[src/rtl/mem_access_unit.sv]
// mem_access_unit: MEM-stage load/store sequencer for the data-side SRAM-like bus.
// Formats store data/strobes, issues one bus transaction per access, extends
// load data and stalls the pipeline until the access completes.
// Optional feature macro: MEM_ALIGN_CHECK_EN (adds adel/ades/badvaddr and
// suppresses misaligned accesses; otherwise low address bits are force-aligned).
module mem_access_unit #(
  parameter int ADDR_W = 32
) (
  input  logic              clk,
  input  logic              rst,
  input  logic              en,
  input  logic [3:0]        memwrite,
  input  logic              memtoreg,
  input  logic [1:0]        load_size,
  input  logic              load_sign,
  input  logic [ADDR_W-1:0] addr,
  input  logic [31:0]       wdata,
  input  logic              flush,
  output logic              stall,
  output logic              done,
  output logic [31:0]       rdata,
  output logic              data_req,
  output logic              data_wr,
  output logic [1:0]        data_size,
  output logic [ADDR_W-1:0] data_addr,
  output logic [3:0]        data_wstrb,
  output logic [31:0]       data_wdata,
  input  logic              data_addr_ok,
  input  logic              data_data_ok,
  input  logic [31:0]       data_rdata
`ifdef MEM_ALIGN_CHECK_EN
  ,
  output logic              adel,
  output logic              ades,
  output logic [ADDR_W-1:0] badvaddr
`endif
);

  typedef enum logic [1:0] {S_IDLE, S_REQ, S_WAIT, S_DONE} state_t;

  state_t            state, state_n;
  logic              killed;     // accepted transaction was flushed; drain it silently
  logic              lsign_q;
  logic              is_store, access, misalign, start;
  logic [1:0]        req_size;
  logic [ADDR_W-1:0] al_addr;
  logic [3:0]        st_strb;
  logic [31:0]       st_data, sh, ext;
  logic              capture;

  // Decode the MEM instruction: size, alignment and formatted store fields
  always_comb begin
    is_store = |memwrite;
    access   = is_store | memtoreg;
    if (is_store)
      req_size = memwrite[3] ? 2'd2 : (memwrite[1] ? 2'd1 : 2'd0);
    else
      req_size = (load_size == 2'd0) ? 2'd0 : ((load_size == 2'd1) ? 2'd1 : 2'd2);
`ifdef MEM_ALIGN_CHECK_EN
    misalign = ((req_size == 2'd1) & addr[0]) | ((req_size == 2'd2) & (addr[1:0] != 2'b00));
    al_addr  = addr;
`else
    misalign = 1'b0;
    al_addr  = addr;
    if (req_size == 2'd1) al_addr[0]   = 1'b0;
    if (req_size == 2'd2) al_addr[1:0] = 2'b00;
`endif
    case (req_size)
      2'd0:    begin st_strb = 4'b0001 << al_addr[1:0];         st_data = {4{wdata[7:0]}};  end
      2'd1:    begin st_strb = 4'b0011 << {al_addr[1], 1'b0};   st_data = {2{wdata[15:0]}}; end
      default: begin st_strb = 4'b1111;                          st_data = wdata;            end
    endcase
    if (!is_store) st_strb = 4'b0000;
    start = (state == S_IDLE) & en & ~flush & access & ~misalign;
  end

  // State register
  always_ff @(posedge clk or posedge rst) begin
    if (rst) state <= S_IDLE;
    else     state <= state_n;
  end

  // Next-state logic; a flushed access that was already accepted drains to IDLE
  always_comb begin
    state_n = state;
    case (state)
      S_IDLE: if (start) state_n = S_REQ;
      S_REQ: begin
        if (data_addr_ok && data_data_ok) state_n = flush ? S_IDLE : S_DONE;
        else if (data_addr_ok)            state_n = S_WAIT;
        else if (flush)                   state_n = S_IDLE;
      end
      S_WAIT: if (data_data_ok) state_n = (flush | killed) ? S_IDLE : S_DONE;
      default: state_n = S_IDLE;
    endcase
  end

  // Pipeline-facing outputs
  always_comb begin
    stall = start | (state == S_REQ) | (state == S_WAIT);
    done  = (state == S_DONE);
  end

  // Remember a flush that hit after the slave accepted the request
  always_ff @(posedge clk or posedge rst) begin
    if (rst)                      killed <= 1'b0;
    else if (state_n != S_WAIT)   killed <= 1'b0;
    else if (flush)               killed <= 1'b1;
  end

  // Registered bus request; fields hold until the slave accepts
  always_ff @(posedge clk or posedge rst) begin
    if (rst) begin
      data_req   <= 1'b0;
      data_wr    <= 1'b0;
      data_size  <= 2'd0;
      data_addr  <= '0;
      data_wstrb <= 4'b0000;
      data_wdata <= 32'h0;
      lsign_q    <= 1'b0;
    end else if (start) begin
      data_req   <= 1'b1;
      data_wr    <= is_store;
      data_size  <= req_size;
      data_addr  <= al_addr;
      data_wstrb <= st_strb;
      data_wdata <= st_data;
      lsign_q    <= load_sign;
    end else if (state == S_REQ && (data_addr_ok || flush)) begin
      data_req   <= 1'b0;
    end
  end

  // Load extraction: shift the addressed lane down, then extend
  always_comb begin
    sh = data_rdata >> {data_addr[1:0], 3'b000};
    case (data_size)
      2'd0:    ext = {{24{lsign_q & sh[7]}},  sh[7:0]};
      2'd1:    ext = {{16{lsign_q & sh[15]}}, sh[15:0]};
      default: ext = data_rdata;
    endcase
    capture = ~data_wr & data_data_ok & ~flush & ~killed &
              (((state == S_REQ) & data_addr_ok) | (state == S_WAIT));
  end

  // Load result register, only updated by a completing (unflushed) load
  always_ff @(posedge clk or posedge rst) begin
    if (rst)          rdata <= 32'h0;
    else if (capture) rdata <= ext;
  end

`ifdef MEM_ALIGN_CHECK_EN
  // Address-error reporting: one-cycle pulse plus faulting address
  always_ff @(posedge clk or posedge rst) begin
    if (rst) begin
      adel     <= 1'b0;
      ades     <= 1'b0;
      badvaddr <= '0;
    end else begin
      adel <= (state == S_IDLE) & en & ~flush & access & misalign & ~is_store;
      ades <= (state == S_IDLE) & en & ~flush & misalign & is_store;
      if ((state == S_IDLE) & en & ~flush & access & misalign) badvaddr <= addr;
    end
  end
`endif

endmodule
[config.mk]
export PLATFORM = sky130hd
export DESIGN_NAME = mem_access_unit
export DESIGN_NICKNAME = d
export VERILOG_FILES = /design/src/rtl/mem_access_unit.sv
export SDC_FILE = /design/constraint.sdc
export NUM_CORES = 1
export LEC_CHECK = 0
export BUFFER_PORTS_ARGS = -buffer_cell sky130_fd_sc_hd__buf_2
export CORE_MARGIN = 2
export CORE_UTILIZATION = 51
export DETAILED_ROUTE_END_ITERATION = 8
export PLACE_DENSITY = 0.85
export SLEW_MARGIN = 20
export SYNTH_ARGS = -nofsm -noshare
export SYNTH_HDL_FRONTEND = slang
export SYNTH_SLANG_ARGS = --single-unit
[constraint.sdc]
create_clock -name clk -period 8.1 [get_ports clk]
set_input_delay 0.81 -clock clk [delete_from_list [all_inputs] [get_ports clk]]
set_output_delay 0.81 -clock clk [all_outputs]
set_load 0.02 [all_outputs]
==> results of run 1 <==
==> power by group <==
part           internal (W)  total (W)  switching (W)
combinational      0.000431    0.00114       0.000708
clock              0.000154   0.000342       0.000188
sequential         0.000802   0.000971       0.000168
==> flip-flops by register name (all words and copies together) (netlist names) <==
name,count
data_addr,32
data_req,1
data_size,2
data_wdata,32
data_wr,1
data_wstrb,4
killed,1
lsign_q,1
rdata,32
state,2
==> cells in the final DEF (no fill, tap or decap), drive strengths merged, types with 8 or more instances in the layout <==
master / instances
buf: 220
dfrtp: 108
nand2: 60
nor2: 51
o21ai: 44
mux2: 43
mux2i: 25
a21oi: 19
clkbuf: 10
inv: 10
o21a: 8
a222oi: 8
==> worst min path at each step <==
stage	depth (start not counted)	from	endpoint	slack [ns]
floorplan	1	lsign_q$_DFFE_PP0P_	lsign_q$_DFFE_PP0P_	0.49
global placement	2	data_wdata[8]$_DFFE_PP0P_	data_wdata[8]$_DFFE_PP0P_	0.46
detailed placement	2	data_wdata[27]$_DFFE_PP0P_	data_wdata[27]$_DFFE_PP0P_	0.46
CTS	2	rst	data_addr[17]$_DFFE_PP0P_	0.43
global route	2	rst	data_addr[19]$_DFFE_PP0P_	0.46
finish	2	rst	data_addr[16]$_DFFE_PP0P_	0.43
==> cell type report <==
cell class | instances | area share
well taps | 133 | 0.0263
flip-flops and latches | 108 | 0.427
clock buffers | 10 | 0.0218
clock inverters | 6 | 0.0111
multi-input cells | 318 | 0.332
repair buffers | 220 | 0.176
inverters | 9 | 0.00574
==> per-layer routing <==
layer / vias to the layer above / wire length [um]
met5: - / 0
li1: 2048 / -
met4: 0 / 229
met3: 18 / 1220
met1: 2122 / 5140
met2: 219 / 6740
==> stage by stage <==
stage                      util  setup WS, ns  instance area, sq um  total power [W]  hold slack, ns
final                     0.656          5.38                  6320          0.00245           0.433
after global routing      0.656          5.33                  6320          0.00261           0.456
after CTS                 0.656          5.37                  6320          0.00247           0.431
after detailed placement  0.635          5.07                  6120          0.00213           0.465
after global placement    0.635          5.13                  6120          0.00208           0.457
after floorplan               -          4.44                  4990          0.00171           0.494
==> logic make-up (layout without fill, tap and decap cells) <==
kind of cell / count (synthesis) / in the layout / synth area share
XOR/XNOR: 1 / 1 / 0.00176
AND/OR/NAND/NOR: 128 / 128 / 0.108
buffers and inverters: 39 / 245 / 0.0391
AO/OA/AOI/OAI: 121 / 121 / 0.163
flip-flops: 108 / 108 / 0.541
multiplexers: 68 / 68 / 0.147
==> summary.md, run 1 <==
| Metric | Value |
|---|---|
| Status | finished clean |
| Worst Setup EP | stall |
| TNS Setup | 0 ns |
| Clk_skew | 0.00988 ns |
| RR Endpoint | rdata[18]$_DFFE_PP0P_ |
| Synthesized area | 4990 sq um |
| Fin. max-slew vios | 0 |
| Top cells by count, synth | dfrtp_1 (108), nand2_1 (60), nor2_1 (51), o21ai_0 (43), mux2_2 (37) |
| Via count | between 4000 and 5000 |
| CP Launch Point | memwrite[3] |
| Drt initial violations | 155 |
| Fin. Hold Viols | 0 |
| Critical path's top delay family | simple AND/OR/NAND/NOR gates |
| DRC errors left | 0 |
| Worst path depth | 5 |
| Storage element area | 2700 sq um |
| Slowest cell on the critical path | or4_1 |
| Final period utilization | 0.336 |
| YS warnings | 0 |
| Die area | between 10000 and 15000 sq um |
| Mapped Cells | 465 |
| Synth Flop Type | dfrtp_1 |
| Sequential share of the synthesized area | 0.541 |
| Pwr/cell area | around 390 nW/um^2 |
| Dpl hpwl | 9690 um |
| CP bufs+invs | 2 |
| Startpoint Class | input port |
| Multi-input logic area | 2100 sq um |
| Placed Cells | 788 |
| Std cell rows | 36 |
| Worst-Margin Slew | about 1.1 ns |
| Global route overflow | 0 |
| Global routing usage on met1 | 0.298 |
| Post-synth EDFFs | 0 |
| Final Non-Filler Cells | between 800 and 900 |
| Critical path peak fanout | 4 |
| R2R setup slack | ~5.7 ns |
| Clock Sinks | 108 |
| Synth unique cells | 46 |
| Area delta synth->final | 26.7% |
| Final setup violation count | 0 |
| Diode count | 0 |
| Clock tree from TritonCTS | built |
| Critical Path AT | 1.91 ns |
| Met2 GRT Util | 0.421 |
| Synth top area cells | dfrtp_1 (54%), mux2_2 (8.3%), mux2i_1 (5.0%), nand2_1 (4.5%), o21ai_0 (4.3%) |
| Unrepaired setup endpoints after global routing | no |
| Mapped Nets | 575 |
| Maximum vdd ir drop | 0.242 mV |
| Clk pin slew, worst setup/hold paths | approximately 0.11 ns |
| Synth area leader | dfrtp_1 |
| CP endpoint kind | primary output |
| I/O Buffers | 215 |
| Max transition margin | 0.263 |
| Max incr delay on CP | 0.58 ns |
| Die Wd | between 100 and 150 um |
| Clk_lat worst skew | 0.37 ns |
| Largest net degree at the start of global routing | 100 |
| Register bit count reported by yosys | between 100 and 150 |
| Pleak | 3.20 nW |
| CP most frequent cell | buf_2 |
| Req. time, crit path | 7.29 ns |
| CTS root buffer | clkbuf_8 |
| WL/cell | 16.6 um |
| Vias in the first global route | 4141 |
| Postcts setup bufs | 0 |
| Post-CTS Resized | 0 |
| GRT Total Usage | 0.244 |
| Die H | 103 um |
| Fill count | 827 |
| MaxCap Viol Count | 0 |
| DRT Pass-1 Iters | 6 |
| Hold buffers post-CTS | 0 |
| Via density | between 5 and 6 |
| Routed Antenna Nets | 0 |
| Total Wirelength | between 10000 and 15000 um |
| Syn avg cell area | 10.7 sq um |
| F_max | roughly 0.37 GHz |
| Async set or reset register ratio after synthesis | 1.00 |
| Inserted Clock Buffers | 9 |
| Count leader, synth | dfrtp_1 |
| Worst-case reg-to-reg path depth | 4 |
| Share of the synthesized area in the top cell type | 0.541 |
| Nets | 776 |
| Layout cell share with drive strength beyond 1 | 0.417 |
| Initial Util | 0.518 |
| Cells along the critical path | buf_2 > or4_1 > o21ai_4 > o21ai_0 > buf_2 |
| Global-route wire length before repair | around 20000 um |
| R2r startpoint | data_addr[1]$_DFFE_PP0P_ |
| Clock Path Buffers | 2 |
| Core area | 9640 sq um |
| Hold Crit Class | input port to async pin |
| Met3 GRT Util | 0.0583 |
| Grt peak-use layer | met2 |
| GP Congestion | around 0.89 |
| H-tree level count | 3 |
| Io pins | 216 |
| Tmin final | 2.72 ns |
| Crit Path Class | input port to primary output |
| Initial antenna violation count | 0 |
Note: power is estimated with default switching activity, not from simulation.
==> run 2, diff against run 1 <==
--- a/config.mk
+++ b/config.mk
@@ -7,9 +7,9 @@
 export LEC_CHECK = 0
 export BUFFER_PORTS_ARGS = -buffer_cell sky130_fd_sc_hd__buf_2
 export CORE_MARGIN = 2
-export CORE_UTILIZATION = 51
+export CORE_UTILIZATION = 43
 export DETAILED_ROUTE_END_ITERATION = 8
-export PLACE_DENSITY = 0.85
+export PLACE_DENSITY = 0.76
 export SLEW_MARGIN = 20
 export SYNTH_ARGS = -nofsm -noshare
 export SYNTH_HDL_FRONTEND = slang
==> constraint.sdc (replaced) <==
create_clock -name clk -period 2.2 [get_ports clk]
set_input_delay 0.22 -clock clk [delete_from_list [all_inputs] [get_ports clk]]
set_output_delay 0.22 -clock clk [all_outputs]
set_load 0.02 [all_outputs]
==> run 2 against run 1 <==
Sequential power increased to 3.7 times the previous value. Hold slack got worse by 0.35 ns. Critical path depth unchanged. Clock-buffer cell count unchanged. Clock power increased to 5.3 times the previous value. First-iteration DRC count increased by 110%. Clock skew decreased by 0.0026 ns. Utilization decreased by 7.2 points. Cell count increased by 2.9%. Total power increased to 4.0 times the previous value. Cell area increased by 4.9%.
==> summary.md, run 2 (synthesis results as in run 1) <==
| Metric | Value |
|---|---|
| Status | finished clean |
| Routed Antenna Nets | 0 (unchanged) |
| Most frequent cells in the layout | buf_2 (215), dfrtp_1 (108), nand2_1 (60), nor2_1 (51), o21ai_0 (43) |
| GRT Total Usage | 0.235 (-0.00909) |
| Fin. Hold Viols | 0 (unchanged) |
| Area of placed instances | 6280 sq um (+2.7%) |
| Nets | 789 (+1.7%) |
| Total Wirelength | 14200 um (+6.8%) |
| Via count | 4518 (+2.5%) |
| MaxCap Viol Count | 0 (unchanged) |
| Critical path peak fanout | 27 (+23) |
| Pleak | 3.35 nW (+4.7%) |
| CP Launch Point | state[0]$_DFF_PP0_ |
| Pwr/cell area | 1460 nW/um^2 (+280%) |
| Initial antenna violation count | 0 (unchanged) |
| I/O Buffers | 215 (unchanged) |
| Final Total Pwr | 0.00971 W (+300%) |
| Slowest cell on the critical path | dfrtp_1 |
| Via density | 5.46 (-0.33%) |
| Drt initial violations | 321 (+110%) |
| Clock tree from TritonCTS | built |
| Clk pin slew, worst setup/hold paths | 0.07 ns (-0.04 ns) |
| Dpl hpwl | 10700 um (+11%) |
| Largest net degree at the start of global routing | 60 (-40%) |
| Die Wd | 112 um (+8.6%) |
| Inserted Clock Buffers | 9 (unchanged) |
| Global route overflow | 0 (unchanged) |
| R2r startpoint | state[1]$_DFF_PP0_ |
| Diode count | 0 (unchanged) |
| Maximum vdd ir drop | 0.839 mV (+250%) |
| Global-route wire length before repair | 23500 um (+17%) |
| Crit Path Class | flop to primary output |
| Worst-Margin Slew | 0.694 ns (-0.405 ns) |
| Layout cell share with drive strength beyond 1 | 0.427 (+0.00961) |
| Startpoint Class | flop |
| Final setup violation count | 0 (unchanged) |
| Io pins | 216 (unchanged) |
| Critical Path AT | 1.80 ns (-0.11 ns) |
| Max incr delay on CP | 0.46 ns (-0.12 ns) |
| Clk_skew | 0.00725 ns (-0.00263 ns) |
| Max transition margin | 0.536 (+0.273) |
| Vias in the first global route | 4663 (+13%) |
| Core area | 11400 sq um (+18%) |
| Min-delay src | addr[22] |
| Final period utilization | 0.920 |
| Tmin final | 2.02 ns |
| Fin. max-slew vios | 0 (unchanged) |
| Cells along the critical path | nor4b_4 > o21ai_4 > buf_12 > o21ai_0 > buf_2 |
| Area delta synth->final | 33.0% |
| CP endpoint kind | primary output |
| Unrepaired setup endpoints after global routing | no |
| Initial Util | 0.439 (-0.0788) |
| H-tree level count | 3 (unchanged) |
| Die area | 12500 sq um (+18%) |
| DRC errors left | 0 (unchanged) |
| Req. time, crit path | 1.98 ns (-5.31 ns) |
| GP Congestion | 0.865 (-2.7%) |
| Postcts setup bufs | 0 (unchanged) |
| Die H | 112 um (+8.6%) |
| Final Non-Filler Cells | 827 (+2.9%) |
| Clock Path Buffers | 2 (unchanged) |
| Std cell rows | 39 (+8.3%) |
| Top Registers | data_addr x32, data_wdata x32, rdata x32 |
| Placed Cells | 810 (+2.8%) |
| TNS Setup | 0 ns (unchanged) |
| DRT Pass-1 Iters | 5 (-1) |
| Clk_lat worst skew | 0.35 ns (-0.02 ns) |
| F_max | 0.494 GHz |
| Post-Layout Inst Area | 6640 sq um (+4.9%) |
| Hold Crit Class | input port to flop |
| Clock Sinks | 108 (unchanged) |
| WL/cell | 17.2 um (+3.8%) |
| CTS root buffer | clkbuf_16 |
| Most common cell after layout, fill and taps aside | buf_2 |
## run 2: cell count changes in the layout (fill, tap and decap cells not counted), sizes merged
cell	change
bufinv	+1
dlygate4sd3	+1
buf	+12
inv	-1
## run 2: metal layers
| metal | GRT usage | up-vias | part of all wire |
|---|---|---|---|
| met5 | 0 | - | 0 |
| met4 | 0.0930 | 0 | 0.022 |
| met3 | 0.0631 | 23 | 0.092 |
| met2 | 0.384 | 230 | 0.49 |
| met1 | 0.300 | 2177 | 0.40 |
| li1 | - | 2088 | - |
## run 2: power breakdown
group,internal (W),switching (W)
clock,0.00104,0.000760
combinational,0.00166,0.00268
sequential,0.00296,0.000611
## run 2: final cells by class
class                           count  area (sq um)
Fill cell                         954          4730
Sequential cell                   108          2700
Multi-Input combinational cell    318          2110
Timing Repair Buffer              233          1280
Clock buffer                       10           239
Tap cell                          143           179
Clock inverter                      6          95.1
Inverter                            9          37.5
## run 2: critical path, delay by kind of cell, from the launching register on
family,cells,cell delay (ns)
flops,1,0.46
simple gates,1,0.40
buf+inv,2,0.37
compound gates,2,0.21
## run 2: worst paths after layout
path,depth (start not counted),slack (ns),to
worst max-delay path,5,0.18,stall
worst min-delay path,2,0.08,data_addr[22]$_DFFE_PP0P_
worst max register to register,4,0.22,rdata[10]$_DFFE_PP0P_
worst min register to register,2,0.48,data_wdata[11]$_DFFE_PP0P_
max in group asynchronous,4,1.03,data_addr[26]$_DFFE_PP0P_
min in group asynchronous,3,0.53,rdata[25]$_DFFE_PP0P_
## run 2: through the flow
step	hold WS, ns	setup slack (ns)	utilization
after floorplan	0.293	0.438	-
after global placement	0.337	0.255	0.553
after detailed placement	0.360	0.200	0.553
after CTS	0.0612	0.0449	0.583
after global routing	0.0703	0.00352	0.584
final	0.0782	0.177	0.584
## run 2: what timing repair did
action                                  in CTS  in global routing
hold buffers                                 1                  0
endpoints found under the setup margin       0                  1
resized for setup                            0                  1
endpoints found under the hold margin       27                  0
